===== src/rtl/fifo_read_width_upsizer.sv =====
// -----------------------------------------------------------------------------
// fifo_read_width_upsizer
//
// Sits on the read port of a FIFO, in the same clock domain as that port. It
// pops narrow words and packs RATIO of them into one wide word, which it then
// offers on a valid/ready interface. A flush request pushes out a partially
// filled word, together with the number of lanes that hold data.
//
// The FIFO read port has zero latency: fifo_read_data is the head word while
// fifo_read_empty is low, and fifo_read_enable pops that word in the same cycle.
//
// Ports:
//   clock            single clock, shared with the FIFO read side
//   reset            synchronous, active-high reset
//   fifo_read_enable pop one FIFO word this cycle
//   fifo_read_data   FIFO head word (valid while fifo_read_empty = 0)
//   fifo_read_empty  FIFO empty flag
//   flush            request to emit the current partial word
//   output_valid     a wide word is available
//   output_ready     consumer accepts the word when output_valid & output_ready
//   output_data      packed word; lane 0 (bits [WIDTH-1:0]) is the oldest word
//   output_count     number of valid lanes (1..RATIO) while output_valid = 1
// -----------------------------------------------------------------------------
module fifo_read_width_upsizer #(
    parameter int  WIDTH       = 8,
    parameter int  RATIO       = 4,
    localparam int COUNT_WIDTH = $clog2(RATIO + 1)
) (
    input  logic                     clock,
    input  logic                     reset,
    output logic                     fifo_read_enable,
    input  logic [WIDTH-1:0]         fifo_read_data,
    input  logic                     fifo_read_empty,
    input  logic                     flush,
    output logic                     output_valid,
    input  logic                     output_ready,
    output logic [WIDTH*RATIO-1:0]   output_data,
    output logic [COUNT_WIDTH-1:0]   output_count
);

    localparam int                      LANE_WIDTH = (RATIO > 1) ? $clog2(RATIO) : 1;
    localparam logic [LANE_WIDTH-1:0]   LAST_LANE  = LANE_WIDTH'(RATIO - 1);
    localparam logic [COUNT_WIDTH-1:0]  FULL_COUNT = COUNT_WIDTH'(RATIO);

    logic [LANE_WIDTH-1:0]   lane_index_reg,    lane_index_next;
    logic [WIDTH*RATIO-1:0]  accumulator_reg,   accumulator_next;
    logic                    output_valid_reg,  output_valid_next;
    logic [COUNT_WIDTH-1:0]  output_count_reg,  output_count_next;
    logic                    flush_pending_reg, flush_pending_next;

    logic                    can_accept;
    logic                    handoff;
    logic                    pop;
    logic                    complete;
    logic [COUNT_WIDTH-1:0]  filled_lanes;
    logic [RATIO-1:0]        lane_write;

    // A pop is only allowed when the output register is free or is being
    // handed off this cycle, so the accumulator never overwrites a word that
    // the consumer has not yet taken.
    assign can_accept       = !output_valid_reg || output_ready;
    assign handoff          = output_valid_reg && output_ready;
    assign fifo_read_enable = !reset && !fifo_read_empty && can_accept;
    assign pop              = fifo_read_enable;
    assign complete         = pop && (lane_index_reg == LAST_LANE);

    // Lanes already written plus the one written by a same-cycle pop.
    assign filled_lanes = COUNT_WIDTH'(lane_index_reg) + COUNT_WIDTH'(pop);

    // The accumulator doubles as the output register. A handoff clears every
    // lane so that lanes above the last written one read as zero in the next
    // word; a pop in the handoff cycle still lands in lane 0 of that new word.
    generate
        for (genvar gi = 0; gi < RATIO; gi++) begin : g_lane
            assign lane_write[gi] = pop && (lane_index_reg == LANE_WIDTH'(gi));
            assign accumulator_next[gi*WIDTH +: WIDTH] =
                lane_write[gi] ? fifo_read_data :
                handoff        ? '0             :
                                 accumulator_reg[gi*WIDTH +: WIDTH];
        end
    endgenerate

    always_comb begin
        lane_index_next    = lane_index_reg;
        output_valid_next  = output_valid_reg;
        output_count_next  = output_count_reg;
        // Flush pulses are remembered until serviced; pulses arriving while
        // one is already pending merge into it.
        flush_pending_next = flush_pending_reg || flush;

        if (can_accept) begin
            if (handoff) begin
                output_valid_next = 1'b0;
                output_count_next = '0;
            end

            if (pop) begin
                lane_index_next = (lane_index_reg == LAST_LANE) ? '0
                                : lane_index_reg + LANE_WIDTH'(1);
            end

            if (complete) begin
                // A full word wins over a flush serviced in the same cycle.
                output_valid_next = 1'b1;
                output_count_next = FULL_COUNT;
            end else if (flush_pending_reg && (filled_lanes != '0)) begin
                output_valid_next = 1'b1;
                output_count_next = filled_lanes;
                lane_index_next   = '0;
            end

            // Servicing consumes the pending request even when nothing was
            // filled; a flush arriving in this very cycle merges with it.
            if (flush_pending_reg) begin
                flush_pending_next = 1'b0;
            end
        end
    end

    always_ff @(posedge clock) begin
        if (reset) begin
            lane_index_reg    <= '0;
            accumulator_reg   <= '0;
            output_valid_reg  <= 1'b0;
            output_count_reg  <= '0;
            flush_pending_reg <= 1'b0;
        end else begin
            lane_index_reg    <= lane_index_next;
            accumulator_reg   <= accumulator_next;
            output_valid_reg  <= output_valid_next;
            output_count_reg  <= output_count_next;
            flush_pending_reg <= flush_pending_next;
        end
    end

    assign output_valid = output_valid_reg;
    assign output_data  = accumulator_reg;
    assign output_count = output_count_reg;

endmodule

===== config.mk =====
export PLATFORM = sky130hd
export DESIGN_NAME = fifo_read_width_upsizer
export DESIGN_NICKNAME = d
export VERILOG_FILES = /design/src/rtl/fifo_read_width_upsizer.sv
export SDC_FILE = /design/constraint.sdc
export NUM_CORES = 1
export LEC_CHECK = 0
export ABC_CLOCK_PERIOD_IN_PS = 2100
export BUFFER_PORTS_ARGS = -buffer_cell sky130_fd_sc_hd__buf_2
export CORE_ASPECT_RATIO = 0.8
export CORE_UTILIZATION = 50
export CTS_CLUSTER_SIZE = 14
export DETAILED_ROUTE_END_ITERATION = 10
export PLACE_DENSITY = 0.89
export SYNTH_ARGS = -nofsm -noshare
export SYNTH_HDL_FRONTEND = slang
export SYNTH_SLANG_ARGS = --single-unit

===== constraint.sdc =====
create_clock -name clock -period 2.1 [get_ports clock]
set_input_delay 0.105 -clock clock [delete_from_list [all_inputs] [get_ports clock]]
set_output_delay 0.105 -clock clock [all_outputs]
set_load 0.1 [all_outputs]

==> impl_metrics.ini, run 1 <==
[sta]
min_period_over_period_pct = 89.53
timing.final.max_slew_violations = 0
worst_clock_skew_ns = 0.004757
slew_headroom_pct = 67.22
worstMarginPinSlew_ns = 0.4950
grt_setup_unrepaired = false
hold_viol_final = 0
holdWs_ns = 0.03791
fin_crit_ns = 1.880
fmax_mhz = 531.9
setup_viol_count_final = 0

[synth]
synthArstFlopShare_pct = 0
ys_seq_area_share_pct = 48.45
synth_area_mm2 = 0.001612
ys_ff_latch = 39
syn_nets = 213
synth-edff-count = 0
synth-main-ff-cell = dfxtp_1
netlist_instances = 195
ys_warn_count = 0
avgSynthCellArea_um2 = 8.264
synth_cell_type_count = 26

[detailed_routing]
drc = 0
vias = 1592
ant_nets = 0
drtPass1Iterations = 4
wl_um = 4145
vias_per_cell = 5.547
drtIter0Drc = 135
wl_per_cell_um = 14.44

[layout]
n_antenna_cell = 0
final_layout_size_suffix_gt1_share_pct = 28.34
layout_commonest_cell = buf_2
final_cell_mix = buf_2, dfxtp_1, nand2_1, a21oi_1, nand3_1
final_cells = 287
largest_reg_flops = 32
area_growth_pct = 25.70
final_util_pct = 65.65
nNetsFinal = 264

[grt]
grt_pass1_wl_um = 6389
overflow = 0
antenna_found_initial = 0
grt_pass1_vias = 1366
track_usage_pct = 25.49
grt_max_degree = 26

[power_and_ir_drop]
power_per_cell_area_mw_per_mm2 = 824.2
p_leak_nw = 0.8946
ir_drop_mv = 0.5985

[setup_path]
crit_chain = nand2b_1, and3_1, ha_1, a2111o_1, a31oi_2, o21ba_2, nor3_1
worstPathRequired_ns = 2.28
critPathMaxFanout = 6
critical-path-slowest-cell = a2111o_1
arrival_ns = 2.06
cp_slowest_stage_delay_ns = 0.39
start_kind = register
worst_setup_path_end_kind = register
setup.worst_path.class = reg -> reg

[clock_tree]
holdBufCountCts = 0
cts_sinks = 39
cts_root_buf = clkbuf_8
worstSkewPairLatency_ns = 0.29
clk_path_buf_depth = 2
cts_resized = 0
clkSlewWorstSetupHoldPaths_ns = 0.07
cts_made_buffers = 5
cts_setup_buffers = 0
cts_tree = done
htree_levels = 2

[place]
dp_hpwl_um = 2828
place_inst = 279
port-buffer-count = 49
gp_congestion = 0.8996

[status]
outcome = completed

[die]
chipWidth_um = 65.48
core_area_mm2 = 0.003085
die_y_um = 52.78
die-area_mm2 = 0.003456
initial_core_util_pct = 52.23
num_io_pins = 50
rows = 18

[run]
max_cap_viol_count = 0

[worst_hold_path]
min_path_type = in -> reg
path summary, 6_finish.rpt:
check	from	end	slack (ns)	cells after the start
worst max-delay path	output_valid	output_count[2]	0.22	7
worst min-delay path	flush	flush_pending_reg	0.04	3
worst max register to register	output_valid	output_count[2]	0.22	7
worst min register to register	output_data[20]	output_data[20]	0.47	2
final cells by class:
type,count,area [um2]
clock buffers,8,100.1
fillers,260,1060
inverters,2,7.507
multi-input cells,142,785.8
flip-flops and latches,39,784.5
well taps,40,50.05
repair buffers,56,297.8
kinds of logic (layout without fill, tap and decap cells):
family                   Yosys count  in the layout  share of synthesized area [%]
flip-flops                        39             39                          48.45
buffers and inverters             14             66                          3.494
AND/OR/NAND/NOR                   85             85                          24.61
adder cells (fa/ha/maj)            5              5                          3.882
AO/OA/AOI/OAI                     51             51                          18.94
multiplexers                       1              1                         0.6211
worst max-delay path: cells and delay by family (launching register included):
kind	cells	cell delay, ns
simple gates	3	0.28
fa+ha+maj	1	0.32
compound gates	3	0.78
flops	1	0.38
report_power, final:
part / switching [mW] / internal [mW]
combinational: 0.260 / 0.0741
sequential: 0.0190 / 0.764
clock: 0.252 / 0.300
synthesized netlist by cell type (2+ instances only):
master | number | area [um2]
o21ai_0 | 3 | 15.01
dfxtp_1 | 39 | 780.8
nor2b_1 | 3 | 18.77
nand3_1 | 27 | 135.1
and3_1 | 6 | 37.54
o21ai_1 | 2 | 10.01
ha_1 | 5 | 62.56
inv_1 | 2 | 7.510
nor2_1 | 10 | 37.54
nand2_1 | 31 | 116.4
a21oi_1 | 31 | 155.2
clkbuf_1 | 9 | 33.78
buf_2 | 3 | 15.01
o31ai_1 | 2 | 15.01
nor3_1 | 4 | 20.02
a22oi_1 | 8 | 60.06
metrics by stage:
step | power (mW) | area (um2) | setup TNS [ns] | worst slack (ns)
6_report | 1.670 | 2026 | 0 | 0.2200
5_1_grt | 1.734 | 2026 | 0 | 0.06587
4_1_cts | 1.675 | 2026 | 0 | 0.2141
3_5_place_dp | 1.131 | 1926 | 0 | 0.2245
3_3_place_gp | 1.123 | 1926 | 0 | 0.2866
2_1_floorplan | 1.057 | 1627 | -0.4847 | -0.02406
routing by layer:
metal	global-route usage, %	wire length, um
met1	33.56	1852
met2	37.97	1881
met4	10.87	69
met5	0	0
met3	8.478	341
Power figures use the tool's default switching activity.
==> run 2: changes to the inputs <==
--- a/config.mk
+++ b/config.mk
@@ -5,13 +5,14 @@
 export SDC_FILE = /design/constraint.sdc
 export NUM_CORES = 1
 export LEC_CHECK = 0
-export ABC_CLOCK_PERIOD_IN_PS = 2100
+export ABC_AREA = 1
+export ABC_CLOCK_PERIOD_IN_PS = 2400
 export BUFFER_PORTS_ARGS = -buffer_cell sky130_fd_sc_hd__buf_2
 export CORE_ASPECT_RATIO = 0.8
-export CORE_UTILIZATION = 50
+export CORE_UTILIZATION = 54
 export CTS_CLUSTER_SIZE = 14
 export DETAILED_ROUTE_END_ITERATION = 10
-export PLACE_DENSITY = 0.89
+export PLACE_DENSITY = 0.94
 export SYNTH_ARGS = -nofsm -noshare
 export SYNTH_HDL_FRONTEND = slang
 export SYNTH_SLANG_ARGS = --single-unit
==> constraint.sdc (replaced) <==
create_clock -name clock -period 2.4 [get_ports clock]
set_input_delay 0.12 -clock clock [delete_from_list [all_inputs] [get_ports clock]]
set_output_delay 0.12 -clock clock [all_outputs]
set_load 0.1 [all_outputs]
==> impl_metrics.ini, run 2 <==
[status]
outcome = completed

[setup_path]
setup.worst_path.class = reg -> out
critPathMaxFanout = 36
worst_setup_path_end_kind = output pin
crit_chain = nand2_4, nand2_4, inv_4, buf_2
cp_slowest_stage_delay_ns = 0.49
arrival_ns = 1.64
path_buf_inv = 2
crit_family = buffers and inverters
critical-path-slowest-cell = buf_2
start_kind = register
cpMostUsedCell = nand2_4
worstPathRequired_ns = 2.28

[detailed_routing]
vias_per_cell = 5.462
drc = 0
ant_nets = 0
wl_per_cell_um = 13.58
drtPass1Iterations = 4
wl_um = 3939
vias = 1584
drtIter0Drc = 175

[clock_tree]
worstSkewPairLatency_ns = 0.29
cts_made_buffers = 5
holdBufCountCts = 0
cts_sinks = 39
clkSlewWorstSetupHoldPaths_ns = 0.08
clk_path_buf_depth = 2
cts_tree = done
cts_resized = 0
cts_setup_buffers = 0
htree_levels = 2
cts_root_buf = clkbuf_8

[layout]
fin_area_mm2 = 0.002063
area_growth_pct = 19.84
final_layout_size_suffix_gt1_share_pct = 29.37
largest_reg_flops = 32
final_cell_mix = nand3_1, buf_2, dfxtp_1
fill_cells = 238
final_cells = 290
layout_commonest_cell = nand3_1
final_util_pct = 71.32
nNetsFinal = 269
n_antenna_cell = 0

[synth]
syn_nets = 225
ys_warn_count = 0
synth-edff-count = 0
synth-main-ff-cell = dfxtp_1
synth_area_mm2 = 0.001722
synthMostInstantiatedCell = nand3_1
ys_ff_latch = 39
ys_seq_area_share_pct = 45.35
netlist_instances = 207
yosys.area.top_type = dfxtp_1
avgSynthCellArea_um2 = 8.317
synth_top_cell_area_share_pct = 45.35
synthArstFlopShare_pct = 0
yosys-top-cells-area = dfxtp_1, nand3_1, a21oi_1
synth_cell_type_count = 24
synthTopCellsByCount = nand3_1, dfxtp_1, a21oi_1

[sta]
grt_setup_unrepaired = false
fmax_mhz = 568.8
fin_ws_ns = 0.6418
final.setup.tns_ns = 0
timing.final.max_slew_violations = 0
worstMarginPinSlew_ns = 0.4968
holdWs_ns = 0.1087
slew_headroom_pct = 67.11
hold_viol_final = 0
worst_clock_skew_ns = 0.007625
fin_crit_ns = 1.758
setup_viol_count_final = 0
min_period_over_period_pct = 73.26

[place]
dp_hpwl_um = 2784
gp_congestion = 0.7932
place_inst = 282
placedInstanceArea_mm2 = 0.001951
port-buffer-count = 49
post-place-ws_ns = 0.7139

[die]
chipWidth_um = 65.13
core_area_mm2 = 0.002893
die-area_mm2 = 0.003420
initial_core_util_pct = 59.52
die_y_um = 52.51
rows = 17
num_io_pins = 50

[grt]
grt_pass1_vias = 1386
grt_max_degree = 37
grt_pass1_wl_um = 6265
track_usage_pct = 24.48
overflow = 0
antenna_found_initial = 0

[power_and_ir_drop]
p_leak_nw = 0.9249
ir_drop_mv = 0.4385
power_per_cell_area_mw_per_mm2 = 787.2
power.total_mw = 1.624

[run]
max_cap_viol_count = 0

[worst_hold_path]
min_path_type = in -> reg
## run 2: cell types whose count changed after synthesis, sizes merged, moves of 2 or more
cell / previous run / this run
nor3: 4 / 0
a21oi: 31 / 36
and3: 6 / 0
nand3: 27 / 63
nand2: 31 / 27
inv: 2 / 10
a22oi: 8 / 0
o21ai: 6 / 4
buf: 3 / 6
nor2b: 3 / 0
nor2: 11 / 5
o31ai: 2 / 0
## run 2: path summary, 6_finish.rpt
kind,start,end,slack [ns],cells past startpoint
worst max-delay path,output_valid,fifo_read_enable,0.64,4
worst min-delay path,flush,flush_pending_reg,0.11,3
worst max register to register,output_valid,output_count[1],0.70,10
worst min register to register,output_data[27],output_data[27],0.46,2
## run 2: cell type report
class / instances / area [um2] / share of cell area, %
multi-input cells: 143 / 814.5 / 39.48
flip-flops and latches: 39 / 782.0 / 37.90
repair buffers: 51 / 260.3 / 12.61
clock buffers: 5 / 68.82 / 3.335
well taps: 38 / 47.55 / 2.304
inverters: 11 / 46.29 / 2.244
clock inverters: 3 / 43.79 / 2.122
## run 2: worst min-delay path, delay by kind of cell
kind | cells | cell delay [ns]
buffers and inverters | 1 | 0.08
AO/OA/AOI/OAI | 2 | 0.16
## run 2: logic make-up (layout without fill, tap and decap cells)
family,Yosys count,after routing,share of synthesized area [%]
AOI/OAI and AO/OA,41,41,11.99
DFF,39,39,45.35
and+or+nand+nor,97,97,31.69
buffers and inverters,25,70,7.339
adders and majority gates,5,5,3.634
## run 2: power by group
part	internal [mW]	leakage (nW)	total (mW)	switching (mW)
logic	0.0759	0.550	0.387	0.311
clock network	0.309	0.0581	0.540	0.230
registers	0.677	0.317	0.697	0.0209
## run 2: routing by layer
metal	routed length, um	track usage [%]
met1	1767	32.84
met2	1852	39.24
met3	292	5.435
met4	27	7.971
met5	0	0
